## config.mk

```make
export PLATFORM = sky130hd
export DESIGN_NAME = memory_request_sequencer
export DESIGN_NICKNAME = d
export VERILOG_FILES = /design/src/rtl/memory_request_sequencer_pkg.sv /design/src/rtl/memory_request_sequencer_sync_fifo.sv /design/src/rtl/memory_request_sequencer.sv
export SDC_FILE = /design/constraint.sdc
export NUM_CORES = 1
export LEC_CHECK = 0
export ABC_AREA = 1
export CAP_MARGIN = 20
export CORE_ASPECT_RATIO = 1.4
export CORE_MARGIN = 10
export CORE_UTILIZATION = 35
export CTS_CLUSTER_SIZE = 12
export DETAILED_ROUTE_END_ITERATION = 8
export HOLD_SLACK_MARGIN = 0.15
export PLACE_DENSITY = 0.63
export SYNTH_ARGS = -nofsm -noshare
export SYNTH_HDL_FRONTEND = slang
export SYNTH_SLANG_ARGS = --single-unit
export TNS_END_PERCENT = 50
```

## constraint.sdc

```tcl
create_clock -name clk -period 3.8 [get_ports clk]
set_input_delay 0.95 -clock clk [delete_from_list [all_inputs] [get_ports clk]]
set_output_delay 0.95 -clock clk [all_outputs]
set_load 0.02 [all_outputs]
```

## src/rtl/memory_request_sequencer_pkg.sv

```systemverilog
// Shared types and default widths for the memory request sequencer.
// The request struct here uses the default widths; the top re-declares it at its own parameters.
package mem_seq_pkg;

  localparam int DEF_ADDR_W = 4;
  localparam int DEF_DATA_W = 8;
  localparam int DEF_DEPTH  = 4;

  typedef struct packed {
    logic                  write;
    logic [DEF_ADDR_W-1:0] addr;
    logic [DEF_DATA_W-1:0] wdata;
  } mem_req_t;

  typedef enum logic [1:0] {
    IDLE,
    ISSUE,
    TURN
  } seq_state_t;

  // The downstream state machine needs a sleep cycle whenever direction flips.
  function automatic logic dir_change(input logic prev_write, input logic next_write);
    return prev_write != next_write;
  endfunction

endpackage

```

## src/rtl/memory_request_sequencer_sync_fifo.sv

```systemverilog
// Synchronous FIFO with registered count; storage is unreset, pointers wrap modulo DEPTH.
module sync_fifo #(
  parameter int WIDTH = 8,
  parameter int DEPTH = 4
) (
  input  logic                     clk,
  input  logic                     rst,
  input  logic                     push,
  input  logic [WIDTH-1:0]         push_data,
  input  logic                     pop,
  output logic [WIDTH-1:0]         head,
  output logic                     full,
  output logic                     empty,
  output logic [$clog2(DEPTH):0]   count
);

  localparam int PTR_W = $clog2(DEPTH);
  localparam int CNT_W = PTR_W + 1;

  logic [WIDTH-1:0] mem [DEPTH];
  logic [PTR_W-1:0] wr_ptr;
  logic [PTR_W-1:0] rd_ptr;
  logic             do_push;
  logic             do_pop;

  assign full    = (count == CNT_W'(DEPTH));
  assign empty   = (count == '0);
  assign do_push = push && !full;
  assign do_pop  = pop && !empty;
  assign head    = mem[rd_ptr];

  always_ff @(posedge clk) begin
    if (rst) begin
      wr_ptr <= '0;
      rd_ptr <= '0;
      count  <= '0;
    end else begin
      if (do_push) wr_ptr <= wr_ptr + 1'b1;
      if (do_pop)  rd_ptr <= rd_ptr + 1'b1;
      case ({do_push, do_pop})
        2'b10:   count <= count + 1'b1;
        2'b01:   count <= count - 1'b1;
        default: count <= count;
      endcase
    end
  end

  always_ff @(posedge clk) begin
    if (do_push) mem[wr_ptr] <= push_data;
  end

endmodule

```

## src/rtl/memory_request_sequencer.sv

```systemverilog
// Queues read/write requests and issues them as a one-hot-or-zero r/w pair to the array
// state machine, with an idle turnaround cycle on every direction change.
module memory_request_sequencer
  import mem_seq_pkg::*;
#(
  parameter int ADDR_W = DEF_ADDR_W,
  parameter int DATA_W = DEF_DATA_W,
  parameter int DEPTH  = DEF_DEPTH
) (
  input  logic              clk,
  input  logic              rst,
  input  logic              req_valid,
  output logic              req_ready,
  input  logic              req_write,
  input  logic [ADDR_W-1:0] req_addr,
  input  logic [DATA_W-1:0] req_wdata,
  output logic              r,
  output logic              w,
  output logic              mem_valid,
  output logic              mem_write,
  output logic [ADDR_W-1:0] mem_addr,
  output logic [DATA_W-1:0] mem_wdata,
  output logic              busy
);

  typedef struct packed {
    logic              write;
    logic [ADDR_W-1:0] addr;
    logic [DATA_W-1:0] wdata;
  } req_t;

  localparam int REQ_W = $bits(req_t);

  seq_state_t             state;
  seq_state_t             next_state;
  logic                   last_dir;
  logic                   issue;
  logic                   fifo_pop;
  logic                   fifo_push;
  logic                   fifo_full;
  logic                   fifo_empty;
  logic [$clog2(DEPTH):0] fifo_count;
  logic [REQ_W-1:0]       fifo_head;
  req_t                   head;
  logic [ADDR_W-1:0]      op_addr;
  logic [DATA_W-1:0]      op_wdata;

  assign req_ready = !fifo_full && !rst;
  assign fifo_push = req_valid && req_ready;
  assign head      = req_t'(fifo_head);
  assign busy      = (fifo_count != '0) | r | w | mem_valid;

  sync_fifo #(
    .WIDTH(REQ_W),
    .DEPTH(DEPTH)
  ) u_req_fifo (
    .clk      (clk),
    .rst      (rst),
    .push     (fifo_push),
    .push_data({req_write, req_addr, req_wdata}),
    .pop      (fifo_pop),
    .head     (fifo_head),
    .full     (fifo_full),
    .empty    (fifo_empty),
    .count    (fifo_count)
  );

  // IDLE and TURN both already present r=w=0 this cycle, so either direction may issue next.
  always_comb begin
    next_state = state;
    fifo_pop   = 1'b0;
    issue      = 1'b0;
    case (state)
      IDLE: begin
        if (!fifo_empty) begin
          fifo_pop   = 1'b1;
          issue      = 1'b1;
          next_state = ISSUE;
        end
      end
      ISSUE: begin
        if (fifo_empty) begin
          next_state = IDLE;
        end else if (dir_change(last_dir, head.write)) begin
          next_state = TURN;
        end else begin
          fifo_pop = 1'b1;
          issue    = 1'b1;
        end
      end
      TURN: begin
        if (fifo_empty) begin
          next_state = IDLE;
        end else begin
          fifo_pop   = 1'b1;
          issue      = 1'b1;
          next_state = ISSUE;
        end
      end
      default: next_state = IDLE;
    endcase
  end

  // Issue stage: r/w plus the popped request's fields, one cycle ahead of the mem_* strobe.
  always_ff @(posedge clk) begin
    if (rst) begin
      state    <= IDLE;
      last_dir <= 1'b0;
      r        <= 1'b0;
      w        <= 1'b0;
      op_addr  <= '0;
      op_wdata <= '0;
    end else begin
      state <= next_state;
      r     <= issue && !head.write;
      w     <= issue && head.write;
      if (issue) begin
        last_dir <= head.write;
        op_addr  <= head.addr;
        op_wdata <= head.wdata;
      end
    end
  end

  // mem_* lines up with the state machine's registered active state; fields hold when idle.
  always_ff @(posedge clk) begin
    if (rst) begin
      mem_valid <= 1'b0;
      mem_write <= 1'b0;
      mem_addr  <= '0;
      mem_wdata <= '0;
    end else begin
      mem_valid <= r | w;
      if (r | w) begin
        mem_write <= w;
        mem_addr  <= op_addr;
        mem_wdata <= op_wdata;
      end
    end
  end

endmodule

```

# Word-level counts from Yosys, hierarchy flattened
# Memory sizes are Yosys's and may differ from the RTL's. A register that Yosys moved wholly into a read port is not among the register bits.
# Cells that the tools add are included.
totals:
  ram_bits: 52
  output_inout_bits: 18
  memories: 1
  reg_bits: 38
  elab_cells: 60
mem_list:
  columns: ["name", "words", "word_bits", "read_ports", "rd_ports_with_merged_regs", "wr", "line", "text"]
  rows:
  - ["u_req_fifo.mem", 4, 13, 1, 1, 1, "memory_request_sequencer_sync_fifo.sv:20", "logic [WIDTH-1:0] mem [DEPTH];"]
classes:
  eq_ne: 8
  reduce_logical: 16
  n_bitwise: 4
  add_sub_neg: 4
  muxes: 14
ops:
  columns: ["cell", "count"]
  rows:
  - ["2-to-1 mux 2 bit", 5]
  - ["logical AND 1 bit", 6]
  - ["2-to-1 mux 1 bit", 6]
  - ["one-hot mux 2 bit (3 select lines)", 1]
  - ["one-hot mux 3 bit (2 select lines)", 1]
  - ["adder 2 x 1 -> 2 bit, second input constant", 2]
  - ["equality test 2 x 1 -> 1 bit, second input constant", 2]
  - ["equality test 2 bit, second input constant", 2]
  - ["zero test 1 bit", 4]
  - ["bitwise OR 1 bit", 4]
  - ["adder 3 x 1 -> 3 bit, second input constant", 1]
  - ["equality test 3 bit, second input constant", 1]
  - ["zero test 3 bit", 1]
  - ["inequality test 3 bit, second input constant", 1]
  - ["nonzero test 3 bit", 1]
  - ["subtractor 3 x 1 -> 3 bit, second input constant", 1]
  - ["zero test 2 bit", 1]
  - ["inequality test 2 bit, second input constant", 1]
  - ["one-hot mux 1 bit (2 select lines)", 1]
  - ["AND reduction 2 bit", 1]
  - ["nonzero test 2 bit", 1]
  - ["OR reduction 2 bit", 1]
  - ["inequality test 1 bit", 1]

# Longest topological paths before layout
depth:
  word_depth: 7
  mapped_depth: 16
  depth_no_buf: 14

# By module
# A second synthesis with hierarchy kept.
hier_totals:
  cells_unflattened: 350
  area_unflattened_um2: 3742.3
modules_own_cells:
  columns: ["mod", "seq_area_each_um2", "n_inst", "area_each_um2", "cells_each"]
  rows:
  - ["sync_fifo", 1741.7, 1, 2518.7, 196]
  - ["memory_request_sequencer", 620.6, 1, 1223.7, 154]

# Least setup slack after synthesis
# No wires, ideal clock.
synth_timing:
  kind: "input to register"
  startpoint: "input rst"
  endpoint: "memory u_req_fifo.mem[0][0] (netlist name) (enable)"
  cell_stages: 4
  setup_ns: 0.382
  t_arrival_ns: 2.440
  required_time_ns: 3.418
  path_slack_ns: 0.977
  path_buffers: 1
  path_cell_list: "buf_2 > a31oi_1 > nand2_1 > nor2_1"
synth_between:
  elab_chain_len: 6
synth_rtl:
  columns: ["item", "line", "text"]
  rows:
  - ["start, declared", "memory_request_sequencer.sv:11", "input logic rst,"]
  - ["zero test 1 bit", "memory_request_sequencer.sv:48", "assign req_ready = !fifo_full && !rst;"]
  - ["logical AND 1 bit", "memory_request_sequencer.sv:48", null]
  - ["net req_ready", "memory_request_sequencer.sv:13", "output logic req_ready,"]
  - ["logical AND 1 bit", "memory_request_sequencer.sv:49", "assign fifo_push = req_valid && req_ready;"]
  - ["logical AND 1 bit", "memory_request_sequencer_sync_fifo.sv:28", "assign do_push = push && !full;"]
  - ["2-to-1 mux 1 bit", "memory_request_sequencer_sync_fifo.sv:49", "if (do_push) mem[wr_ptr] <= push_data;"]
  - ["2-to-1 mux 1 bit (not written as such)", "memory_request_sequencer_sync_fifo.sv:49", null]
  - ["end, declared", "memory_request_sequencer_sync_fifo.sv:20", null]
# The timed path passes the listed nets, and every way through them passes these cells.

# Worst setup path in the final report
layout_timing:
  startpoint: "input rst"
  endpoint: "output req_ready"
layout_between:
  elab_chain_len: 2
layout_rtl:
  columns: ["item", "line"]
  rows:
  - ["zero test 1 bit", "memory_request_sequencer.sv:48"]
  - ["logical AND 1 bit", "memory_request_sequencer.sv:48"]
  - ["end, declared", "memory_request_sequencer.sv:13"]
# No other way between the ends.

==> metrics <==
port bufs=33; Pwr Density=783 nW/µm²; Hold Path Depth=2; grt total ovfl=0; total negative setup slack=0 ns; worst-case headroom to the max-slew limit=45.2%; post-DR wirelength/cell=12.2 µm; Reg power frac=39.8%; hold_sp=op_wdata[0]; R2R cell count=13; R2R Setup Slk=1.07 ns; Slew @ Worst Pin=0.822 ns; Mean Syn Cell Area=10.3 µm²; Core ar.=9950 µm²; Initial Util=35.8%; synth unique cells=27; Crit Path Category=input port to output port; P_int=2.16 mW; total CTS buffers=9; Switch Pwr=1.21 mW; Post-CTS Resized=0; fin crit share=82.5%; initial antenna violation count=0; largest net degree at the start of global routing=33; CP Max Fanout=2; CTS tree=yes; Crit Reg-Reg Endpoint=u_req_fifo.count[2]; H-Tree Level Count=3; Post-Route WL=6.36 mm; LEAKAGE=1.63 nW; post-CTS setup buffer count=0; Top FF cell, synth=edfxtp_1; diode count=0; WP data required=2.85 ns; largest area contributor in the netlist=edfxtp_1; die area=14700 µm²; CTS sink count=92; DR iter-0 viols=73; Worst VDD drop=0.238 mV; sequential element share of the synthesized area=66.2%; dpl hpwl=4.31 mm; Via-to-Cell Ratio=4.50; DRC viols=0; RSZ-0062 raised after global routing=no; Initial DRT Pass Iterations=4; Mapped Cells=345; Post-synth top cells=87 x nor2_1, 52 x edfxtp_1, 41 x o21ai_0, 40 x dfxtp_1, 35 x nand2_1; final setup vio count=0; CP Launch Type=input port; Slew Limit Fails=0; nets@finish=403; clk_lat worst skew=0.34 ns; crit path DAT=2.19 ns; vias in the first global route=2340; Min-Delay Endpoint=op_wdata[0]; Routability Congestion=0.741; Synth async-reset ratio=0%; sw frac=35.9%; IO Count=34; layout cell share with drive strength beyond 1=9.33%; syn_nets=367; Total GRT Usage=9.12%; max-cap viol count=0; most common cell in the netlist=nor2_1; Fin. Hold Viols=0; final hold slack=0.476 ns; Seq cells post-synth=92; main area contributors after synthesis=edfxtp_1 44%, dfxtp_1 22%, nor2_1 9.2%, o21ai_0 5.8%, nand2_1 3.7%; top cell type's share of synthesized area=43.8%; clock-pin slew on the worst setup and hold paths=0.06 ns; first-pass GRT wire length=10.8 mm; Area growth syn-to-layout=20.8%; Clk pwr share=24.1%; Synth Cell Area=3570 µm²; CTS max path bufs=2; Post-DRT Antenna Nets=0; EDFF count, synth=52; status=finished, final reports clean; Die Ht=139 µm; crit path time final=3.14 ns; total of warnings raised by yosys=0; Critical Path End Type=output port; Fill cells=938; die span in x=105 µm; row cnt=43; hold crit path type=register to register; DR vias=2346; Hold Buf Count CTS=0; f_max=319 MHz; clock skew=0.00420 ns; Comb pwr share=36.1%; CTS Root Cell=clkbuf_16
## registers in the layout, summed over array words and instances (netlist names), 2 cells and up, named ones only
signal / cells
u_req_fifo.wr_ptr: 2
u_req_fifo.count: 3
op_wdata: 8
mem_wdata: 8
mem_addr: 4
op_addr: 4
u_req_fifo.rd_ptr: 2
state: 2
u_req_fifo.mem: 52
## worst max-delay path by stage
stage,startpoint,endpoint,slack [ns],cells after the start
finish,rst,req_ready,0.66,3
global route,rst,req_ready,0.60,3
CTS,rst,req_ready,0.65,3
detailed placement,rst,req_ready,0.65,3
global placement,rst,req_ready,0.66,3
floorplan,rst,u_req_fifo.mem[0][0],0.98,4
## metal layers
| layer | track usage (%) | routed length, µm | up-vias |
|---|---|---|---|
| li1 | - | - | 1212 |
| met1 | 9.46 | 2710 | 1072 |
| met2 | 15.1 | 3080 | 46 |
| met3 | 2.13 | 335 | 16 |
| met4 | 7.75 | 233 | 0 |
| met5 | 0 | 0 | - |
## cell families (layout without fill, tap and decap cells)
kind of cell             Yosys count  after routing  share of synthesized area [%]
XOR/XNOR                           1              1                          0.246
AO/OA/AOI/OAI                     64             64                           9.54
buffers and inverters             47             88                           5.96
flip-flops                        92             92                           66.2
adder cells (fa/ha/maj)            6              6                           2.32
AND/OR/NAND/NOR                  135            135                           15.7
## power by group through the flow
stage / combinational, mW / clock [mW] / sequential [mW]
floorplan: 0.815 / 0 / 1.45
global placement: 1.20 / 0 / 1.36
detailed placement: 1.23 / 0 / 1.37
CTS: 1.23 / 0.832 / 1.35
global route: 1.41 / 0.884 / 1.37
finish: 1.22 / 0.812 / 1.34
## layout make-up
type | count | area (µm²) | share of cell area, %
flip-flops and latches | 92 | 2360 | 54.8
inverters | 31 | 119 | 2.76
clock inverters | 7 | 51.3 | 1.19
repair buffers | 41 | 390 | 9.06
well taps | 135 | 169 | 3.92
clock buffers | 9 | 225 | 5.23
multi-input cells | 206 | 991 | 23.0
## worst max-delay path, stage by stage
cell             delay [ns]
clkdlybuf4s50_1        0.42
a31oi_1                0.18
clkdlybuf4s50_1        0.64
## layout by cell type (no fill, tap or decap), drive strengths merged
| cell | count |
|---|---|
| a21oi | 9 |
| a31oi | 1 |
| buf | 8 |
| clkbuf | 9 |
| clkdlybuf4s50 | 33 |
| clkinv | 4 |
| clkinvlp | 1 |
| dfxtp | 40 |
| edfxtp | 52 |
| fa | 1 |
| ha | 5 |
| inv | 33 |
| nand2 | 39 |
| nand3 | 6 |
| nor2 | 87 |
| nor3 | 2 |
| o21ai | 42 |
| o22ai | 12 |
| or2 | 1 |
| xor2 | 1 |
## per-stage QoR
stage	power (mW)	util, %	instance area, µm²	instances	setup WS, ns
2_1_floorplan	2.26	-	3570	345	0.977
3_3_place_gp	2.56	40.5	4030	505	0.657
3_5_place_dp	2.60	40.5	4030	505	0.649
4_1_cts	3.41	43.3	4310	521	0.647
5_1_grt	3.66	43.3	4310	521	0.604
6_report	3.37	43.3	4310	521	0.664
(Power assumes the default switching activity.)
